**src/rtl/serial_tx_param.sv**
```systemverilog
// Parametrised UART transmitter with input FIFO, configurable data bits, parity and stop bits.
// Optional line-break generation is enabled by defining SERIAL_TX_BREAK_EN.
`timescale 1ns/1ps
module serial_tx_param #(
    parameter int BAUDRATE        = 115200,
    parameter int CLOCK_FREQUENCY = 48000000,
    parameter int DATA_BITS       = 8,
    parameter int PARITY          = 0,
    parameter int STOP_BITS       = 1,
    parameter int FIFO_DEPTH      = 4
) (
    input  logic                          i_Clock,
    input  logic                          i_Rst_n,
`ifdef SERIAL_TX_BREAK_EN
    input  logic                          i_Break,
`endif
    input  logic                          i_Tx_DV,
    input  logic [DATA_BITS-1:0]          i_Tx_Byte,
    output logic                          o_Tx_Ready,
    output logic [$clog2(FIFO_DEPTH):0]   o_Fifo_Count,
    output logic                          o_Tx_Active,
    output logic                          o_Tx_Serial,
    output logic                          o_Tx_Done
);

    localparam int CLKS_PER_BIT = CLOCK_FREQUENCY / BAUDRATE;
    localparam int CNT_W        = $clog2(CLKS_PER_BIT) + 1;
    localparam int IDX_W        = $clog2(DATA_BITS + 1);
    localparam int PTR_W        = $clog2(FIFO_DEPTH);
    localparam int FCNT_W       = PTR_W + 1;

    localparam logic [CNT_W-1:0]  LAST_TICK = CNT_W'(CLKS_PER_BIT - 1);
    localparam logic [IDX_W-1:0]  LAST_DATA = IDX_W'(DATA_BITS - 1);
    localparam logic [IDX_W-1:0]  LAST_STOP = IDX_W'(STOP_BITS - 1);
    localparam logic [FCNT_W-1:0] FULL      = FCNT_W'(FIFO_DEPTH);

`ifdef SERIAL_TX_BREAK_EN
    typedef enum logic [2:0] {
        S_IDLE, S_START, S_DATA, S_PARITY, S_STOP, S_BRK, S_MAB
    } state_t;
`else
    typedef enum logic [2:0] {
        S_IDLE, S_START, S_DATA, S_PARITY, S_STOP
    } state_t;
`endif

    state_t               state_q;
    logic [CNT_W-1:0]     baud_q;
    logic [IDX_W-1:0]     idx_q;
    logic [DATA_BITS-1:0] shift_q;
    logic                 par_q;
    logic                 serial_q;
    logic                 active_q;
    logic                 done_q;

    logic [DATA_BITS-1:0] mem [FIFO_DEPTH];
    logic [PTR_W-1:0]     wr_ptr_q;
    logic [PTR_W-1:0]     rd_ptr_q;
    logic [FCNT_W-1:0]    count_q;
    logic [FCNT_W-1:0]    count_d;
    logic                 ready_q;

    logic                 push;
    logic                 pop;
    logic                 fifo_empty;
    logic                 tick_last;

    assign fifo_empty = (count_q == '0);
    assign tick_last  = (baud_q == LAST_TICK);
    assign push       = i_Tx_DV & ready_q;

    // Pop only at a frame boundary: from IDLE, at the last stop tick, or after mark-after-break.
    always_comb begin
        pop = 1'b0;
        case (state_q)
`ifdef SERIAL_TX_BREAK_EN
            S_IDLE:  pop = ~fifo_empty & ~i_Break;
            S_MAB:   pop = tick_last & ~fifo_empty;
`else
            S_IDLE:  pop = ~fifo_empty;
`endif
            S_STOP:  pop = tick_last & (idx_q == LAST_STOP) & ~fifo_empty;
            default: pop = 1'b0;
        endcase
    end

    always_comb begin
        count_d = count_q;
        case ({push, pop})
            2'b10:   count_d = count_q + 1'b1;
            2'b01:   count_d = count_q - 1'b1;
            default: count_d = count_q;
        endcase
    end

    always_ff @(posedge i_Clock or negedge i_Rst_n) begin
        if (!i_Rst_n) begin
            wr_ptr_q <= '0;
            rd_ptr_q <= '0;
            count_q  <= '0;
            ready_q  <= 1'b1;
        end else begin
            if (push) begin
                wr_ptr_q <= wr_ptr_q + 1'b1;
            end
            if (pop) begin
                rd_ptr_q <= rd_ptr_q + 1'b1;
            end
            count_q <= count_d;
            ready_q <= (count_d != FULL);
        end
    end

    always_ff @(posedge i_Clock) begin
        if (push) begin
            mem[wr_ptr_q] <= i_Tx_Byte;
        end
    end

    // Parity is fixed when the word is loaded, so the shifting register never has to be re-scanned.
    always_ff @(posedge i_Clock) begin
        if (pop) begin
            shift_q <= mem[rd_ptr_q];
            par_q   <= (PARITY == 1) ? ~^mem[rd_ptr_q] : ^mem[rd_ptr_q];
        end else if (state_q == S_DATA && tick_last) begin
            shift_q <= shift_q >> 1;
        end
    end

    // Outputs are registered from the current state, so the line trails the state by one cycle.
    always_ff @(posedge i_Clock or negedge i_Rst_n) begin
        if (!i_Rst_n) begin
            state_q  <= S_IDLE;
            baud_q   <= '0;
            idx_q    <= '0;
            serial_q <= 1'b1;
            active_q <= 1'b0;
            done_q   <= 1'b0;
        end else begin
            done_q   <= (state_q == S_STOP) && tick_last && (idx_q == LAST_STOP);
            active_q <= (state_q == S_START) || (state_q == S_DATA) ||
                        (state_q == S_PARITY) || (state_q == S_STOP);
            case (state_q)
                S_IDLE: begin
                    serial_q <= 1'b1;
                    baud_q   <= '0;
                    idx_q    <= '0;
`ifdef SERIAL_TX_BREAK_EN
                    if (i_Break) begin
                        state_q <= S_BRK;
                    end else if (pop) begin
                        state_q <= S_START;
                    end
`else
                    if (pop) begin
                        state_q <= S_START;
                    end
`endif
                end
                S_START: begin
                    serial_q <= 1'b0;
                    if (tick_last) begin
                        baud_q  <= '0;
                        idx_q   <= '0;
                        state_q <= S_DATA;
                    end else begin
                        baud_q <= baud_q + 1'b1;
                    end
                end
                S_DATA: begin
                    serial_q <= shift_q[0];
                    if (tick_last) begin
                        baud_q <= '0;
                        if (idx_q == LAST_DATA) begin
                            idx_q   <= '0;
                            state_q <= (PARITY != 0) ? S_PARITY : S_STOP;
                        end else begin
                            idx_q <= idx_q + 1'b1;
                        end
                    end else begin
                        baud_q <= baud_q + 1'b1;
                    end
                end
                S_PARITY: begin
                    serial_q <= par_q;
                    if (tick_last) begin
                        baud_q  <= '0;
                        idx_q   <= '0;
                        state_q <= S_STOP;
                    end else begin
                        baud_q <= baud_q + 1'b1;
                    end
                end
                S_STOP: begin
                    serial_q <= 1'b1;
                    if (tick_last) begin
                        baud_q <= '0;
                        if (idx_q == LAST_STOP) begin
                            idx_q   <= '0;
                            state_q <= pop ? S_START : S_IDLE;
                        end else begin
                            idx_q <= idx_q + 1'b1;
                        end
                    end else begin
                        baud_q <= baud_q + 1'b1;
                    end
                end
`ifdef SERIAL_TX_BREAK_EN
                S_BRK: begin
                    serial_q <= 1'b0;
                    baud_q   <= '0;
                    if (!i_Break) begin
                        state_q <= S_MAB;
                    end
                end
                S_MAB: begin
                    serial_q <= 1'b1;
                    if (tick_last) begin
                        baud_q  <= '0;
                        state_q <= pop ? S_START : S_IDLE;
                    end else begin
                        baud_q <= baud_q + 1'b1;
                    end
                end
`endif
                default: begin
                    serial_q <= 1'b1;
                    baud_q   <= '0;
                    idx_q    <= '0;
                    state_q  <= S_IDLE;
                end
            endcase
        end
    end

    assign o_Tx_Ready   = ready_q;
    assign o_Fifo_Count = count_q;
    assign o_Tx_Active  = active_q;
    assign o_Tx_Serial  = serial_q;
    assign o_Tx_Done    = done_q;

endmodule

```
**config.mk**
```make
export PLATFORM = sky130hd
export DESIGN_NAME = serial_tx_param
export DESIGN_NICKNAME = d
export VERILOG_FILES = /design/src/rtl/serial_tx_param.sv
export SDC_FILE = /design/constraint.sdc
export NUM_CORES = 1
export LEC_CHECK = 0
export CAP_MARGIN = 40
export CORE_MARGIN = 8
export CORE_UTILIZATION = 40
export CTS_CLUSTER_DIAMETER = 50
export DETAILED_ROUTE_END_ITERATION = 8
export GPL_TIMING_DRIVEN = 0
export PLACE_DENSITY = 0.61
export SLEW_MARGIN = 20
export SYNTH_ARGS = -nofsm -noshare
export SYNTH_HDL_FRONTEND = slang
export SYNTH_SLANG_ARGS = --single-unit
```
**constraint.sdc**
```tcl
create_clock -name i_Clock -period 4.2 [get_ports i_Clock]
set_input_delay 1.05 -clock i_Clock [delete_from_list [all_inputs] [get_ports i_Clock]]
set_output_delay 1.05 -clock i_Clock [all_outputs]
set_load 0.02 [all_outputs]
```
Word-level counts from Yosys, hierarchy flattened
Memories as Yosys holds them, arrays and structs flattened.
Cells that the tools add are included.
Word-level totals
  output and inout port bits: 7
  logic and storage cells: 79
  ROM bits: 0
  RAM bits: 32
  register bits after elaboration: 37
  bits in latches: 0
  memories kept: 1
Operators by class
  add/subtract/negate cells: 6
  div/mod/pow operators: 0
  bitwise gates (word level): 4
  equal/unequal tests: 17
  multipliers: 0
  shifts and indexed selects: 0
  multiplexer cells: 24
  reductions and logical operators: 15
  magnitude comparators: 0
Memories
  mem: depth 4, bits a word 8, rd ports 1, clocked after Yosys merged registers in 0, write ports 1, RTL line 56  | logic [DATA_BITS-1:0] mem [FIFO_DEPTH];
Operators with widths (number)
  3-bit 2-to-1 mux: 7
  10-bit 2-to-1 mux: 2
  4-bit 2-to-1 mux: 5
  8-bit 2-to-1 mux: 2
  3-bit case mux with 5 select lines: 1
  4-bit case mux with 3 select lines: 1
  10-bit by 1-bit adder with 10-bit output (second input constant): 1
  10-bit by 9-bit equality test with 1-bit output (second input constant): 1
  2-bit != test (second input constant): 5
  8-bit parity: 1
  7-bit AND reduction: 1
  3-bit by 2-bit equality test with 1-bit output (second input constant): 2
  3-bit zero test: 2
  2-bit by 1-bit != test with 1-bit output (second input constant): 3
  3-bit case mux with 2 select lines: 1
  2-bit by 1-bit adder with 2-bit output (second input constant): 2
  4-bit by 1-bit adder with 4-bit output (second input constant): 1
  4-bit by 3-bit equality test with 1-bit output (second input constant): 1
  4-bit zero test: 1
  4-bit OR reduction: 1
  3-bit by 1-bit adder with 3-bit output (second input constant): 1
  1-bit bitwise AND: 3
  3-bit by 1-bit equality test with 1-bit output (second input constant): 1
  3-bit equality test (second input constant): 1
  13 further kinds: 19

Depth between registers and ports, before layout
  depth after elaboration: 8
  gate-level depth with buffers: 14

Least setup slack after synthesis
No wires, ideal clock.
  path kind: register to register
  start: register idx_q[0]
  end: register ready_q, in the netlist o_Tx_Ready
  path slack: 1.415 ns
  stages on the path, launching flop included: 15
  period minus slack after synthesis: 2.785 ns
  arrival: 2.703 ns
  setup time: 0.082 ns
  cell sequence: dfrtp_1 > inv_1 > ha_1 > or3b_1 > o41ai_2 > nand3_2 > buf_6 > inv_1 > ha_1 > inv_1 > fa_1 > xor2_1 > nor2_1 > xor2_1 > nand2_1
On the way
  longest elaborated chain between the ends: 7
Ends and longest elaborated chain
  from (decl): RTL line 49  | logic [IDX_W-1:0] idx_q;
  from (signal assigned): RTL line 178  | idx_q <= idx_q + 1'b1;
  from (signal assigned): RTL line 202  | idx_q <= idx_q + 1'b1;
  4-bit zero test (*): RTL line 82  | S_STOP: pop = tick_last & (idx_q == LAST_STOP) & ~fifo_empty;
  1-bit bitwise AND (*) (2 in series): RTL line 82
  1-bit case mux with 2 select lines (*): RTL line 75  | case (state_q)
  net pop: RTL line 64  | logic pop;
  2-bit by 1-bit equality test with 1-bit output or 2-bit equality test (tied branches): RTL line 89  | case ({push, pop})
  3-bit case mux with 2 select lines (*): RTL line 89
  net count_d[2]: RTL line 60  | logic [FCNT_W-1:0] count_d;
  3-bit != test (*): RTL line 110  | ready_q <= (count_d != FULL);
  to (signal assigned): RTL line 110
  to (decl): RTL line 61  | logic ready_q;
Mark *: on every way through the listed nets, which the timed path passes. The rest lies on a longest branch.
A chain may end at the register's enable or synchronous reset.

Worst setup path in the final report
Ends and elaborated chain as after synthesis.

==> results.json <==
{
  "grt_overflow": 0,
  "critical_path_class": "reg -> reg",
  "leakage_nw": 1.391,
  "cp_slowest_cell": "dfrtp_1",
  "path_cells": "inv_1, ha_1, or3b_1, o41ai_2, nand3_2, buf_6, inv_1, ha_1, inv_1, fa_1, xor2_1, nor2_1, xor2_1, nand2_1",
  "min_path_cells": 1,
  "cp.arrival_ns": 3.42,
  "cap_violations": 0,
  "numCtsBuffers": 9,
  "grt_pass1_vias": 1798,
  "num_io_pins": 18,
  "yosys_warnings": 0,
  "rows": 32,
  "clkTransAtPathRegs_ns": 0.08,
  "path_max_fanout": 10,
  "vias_per_cell": 4.934,
  "netlist_top_cells_area": "edfxtp_1, dfrtp_1, mux4_2",
  "tns_ns": 0,
  "rr_startpoint": "idx_q[0]",
  "crit_path_max_incr_delay_ns": 0.43,
  "root_buffer": "clkbuf_8",
  "grt_pass1_wl_um": 8811,
  "vias": 1732,
  "wl_um": 5097,
  "ir_worst_vdd_uv": 226.5,
  "max_freq_mhz": 317.4,
  "syn_area_um2": 3082,
  "layout_min_cycle_time_ns": 3.150,
  "async_reset_ff_frac": 0.4058,
  "clk_latency_ns": 0.35,
  "drv_slew": 0,
  "drc": 0,
  "rsz0062_at_grt": "false",
  "post-place-ws_ns": 1.078,
  "hold_buffers": 0,
  "h-tree-depth": 3,
  "critPathTopFamily": "adder cells",
  "core_um2": 7607,
  "clock_path_buffers": 2,
  "worst_slew_margin_rel": 0.5699,
  "hpwl_um": 3457,
  "yosys.area.top_type_share": 0.3995,
  "tightestPinTransition_ns": 0.6452,
  "grt_max_degree": 29,
  "ys_types": 42,
  "place.gp.congestion": 0.7296,
  "syn_inst": 216,
  "r2r_end": "o_Tx_Ready",
  "layout_common_cells": "edfxtp_1, dfrtp_1, clkdlybuf4s50_1, nor2_1, xnor2_1",
  "firstDrtPassIters": 4,
  "fp.dieW_um": 103.8,
  "wl_per_cell_um": 14.52,
  "die_h_um": 103.8,
  "hold_end": "baud_q[0]",
  "postSynthAreaPerCell_um2": 14.27,
  "cp_common_cell": "inv_1",
  "setup_viol": 0,
  "hold_path_class": "reg -> reg",
  "synth-edff-count": 41,
  "cts_sinks": 69,
  "crit_buf_inv": 4,
  "r2r_slack_ns": 1.05,
  "grt.total_usage": 0.1033,
  "end_kind": "flip-flop",
  "timing.final.ws_setup_ns": 1.050,
  "initial_core_util": 0.4051,
  "required_ns": 4.47,
  "start_kind": "flip-flop",
  "syn_to_final_growth_pct": 16.97,
  "power_density_nw_per_um2": 480.8,
  "clock_skew_ns": 0.009476,
  "post_cts_buffers": 0,
  "synth_nets": 236,
  "cts-resized-gates": 0,
  "nNetsFinal": 264,
  "synth_area_leader_cell": "edfxtp_1",
  "hold_start": "baud_q[0]",
  "antenna_cells": 0,
  "port_buffers": 17,
  "finalCritPeriodShare": 0.7500,
  "status": "completed",
  "synth-seq-cells": 69,
  "hold_viol_final": 0,
  "ys.flop_type": "edfxtp_1",
  "ant_nets": 0,
  "dieArea_um2": 10770,
  "r2r_cells": 14,
  "antenna_found_initial": 0,
  "layout-drive-gt1-share": 0.1767,
  "drt_iter0_markers": 55,
  "yosysSeqAreaShare": 0.6277,
  "final_common_cell": "edfxtp_1",
  "cts_tree": "yes"
}
==> final cells by class <==
class / count / area (µm²)
Buffer: 6 / 35.03
Multi-Input combinational cell: 128 / 1064
Clock inverter: 7 / 106.4
Fill cell: 691 / 4003
Sequential cell: 69 / 1934
Tap cell: 102 / 127.6
Inverter: 13 / 48.80
Clock buffer: 9 / 123.9
Timing Repair Buffer: 17 / 165.2
==> kinds of logic after synthesis <==
logic type | Yosys count | share of synthesized area
flip-flops | 69 | 0.6277
AND/OR/NAND/NOR | 60 | 0.1056
AO/OA/AOI/OAI | 21 | 0.04385
XOR/XNOR | 21 | 0.05968
buffers and inverters | 19 | 0.02720
multiplexers | 17 | 0.09703
adder cells (fa/ha/maj) | 9 | 0.03898
==> power breakdown <==
group          internal (W)  leakage [nW]  switching (W)
Sequential         0.000815         0.721      0.0000371
Clock              0.000343         0.116       0.000276
Combinational      0.000120         0.554       0.000142
Total               0.00128          1.39       0.000454
==> through the flow <==
stage / hold WS, ns / area, µm² / cells / power [W] / util
final: 0.5040 / 3605 / 351 / 0.001733 / 0.4738
after global placement: 0.4903 / 3379 / 335 / 0.001130 / 0.4442
after floorplan: 0.4553 / 3082 / 216 / 0.001034 / -
after detailed placement: 0.4953 / 3374 / 335 / 0.001133 / 0.4436
after global routing: 0.5333 / 3605 / 351 / 0.001823 / 0.4738
after CTS: 0.5069 / 3605 / 351 / 0.001757 / 0.4738
==> layer usage <==
metal | share of wire | global-route usage | wire length [µm]
met5 | 0 | 0 | 0
met4 | 0.021 | 0.05895 | 106
met2 | 0.46 | 0.1549 | 2329
met1 | 0.49 | 0.1296 | 2496
met3 | 0.032 | 0.03160 | 165
==> sequential cells by signal (all words and copies together) (netlist names) <==
signal / count
idx_q: 4
wr_ptr_q: 2
mem: 32
o_Fifo_Count: 3
shift_q: 8
o_Tx_Ready: 1
o_Tx_Active: 1
o_Tx_Done: 1
par_q: 1
state_q: 3
rd_ptr_q: 2
baud_q: 10
o_Tx_Serial: 1
==> worst max-delay path by stage <==
stage	depth (start not counted)	from	endpoint	slack, ns
finish	14	idx_q[0]	o_Tx_Ready	1.05
global route	14	idx_q[0]	o_Tx_Ready	0.77
CTS	14	idx_q[0]	o_Tx_Ready	1.02
detailed placement	14	idx_q[0]	o_Tx_Ready	1.08
global placement	14	idx_q[0]	o_Tx_Ready	1.09
floorplan	14	idx_q[0]	o_Tx_Ready	1.42
==> synthesized netlist by cell type (all sizes together), types with 2 or more instances <==
cell / n
nand3b: 2
xor2: 7
dfrtp: 26
and3: 7
o21ai: 8
nand2: 9
buf: 5
dfstp: 2
ha: 8
mux4: 8
nor2: 14
nand3: 8
xnor2: 14
o31ai: 2
nor4: 2
or3: 2
inv: 13
nor3: 5
a21oi: 6
nand2b: 3
mux2: 8
edfxtp: 41
Note: power is estimated with default switching activity, not from simulation.
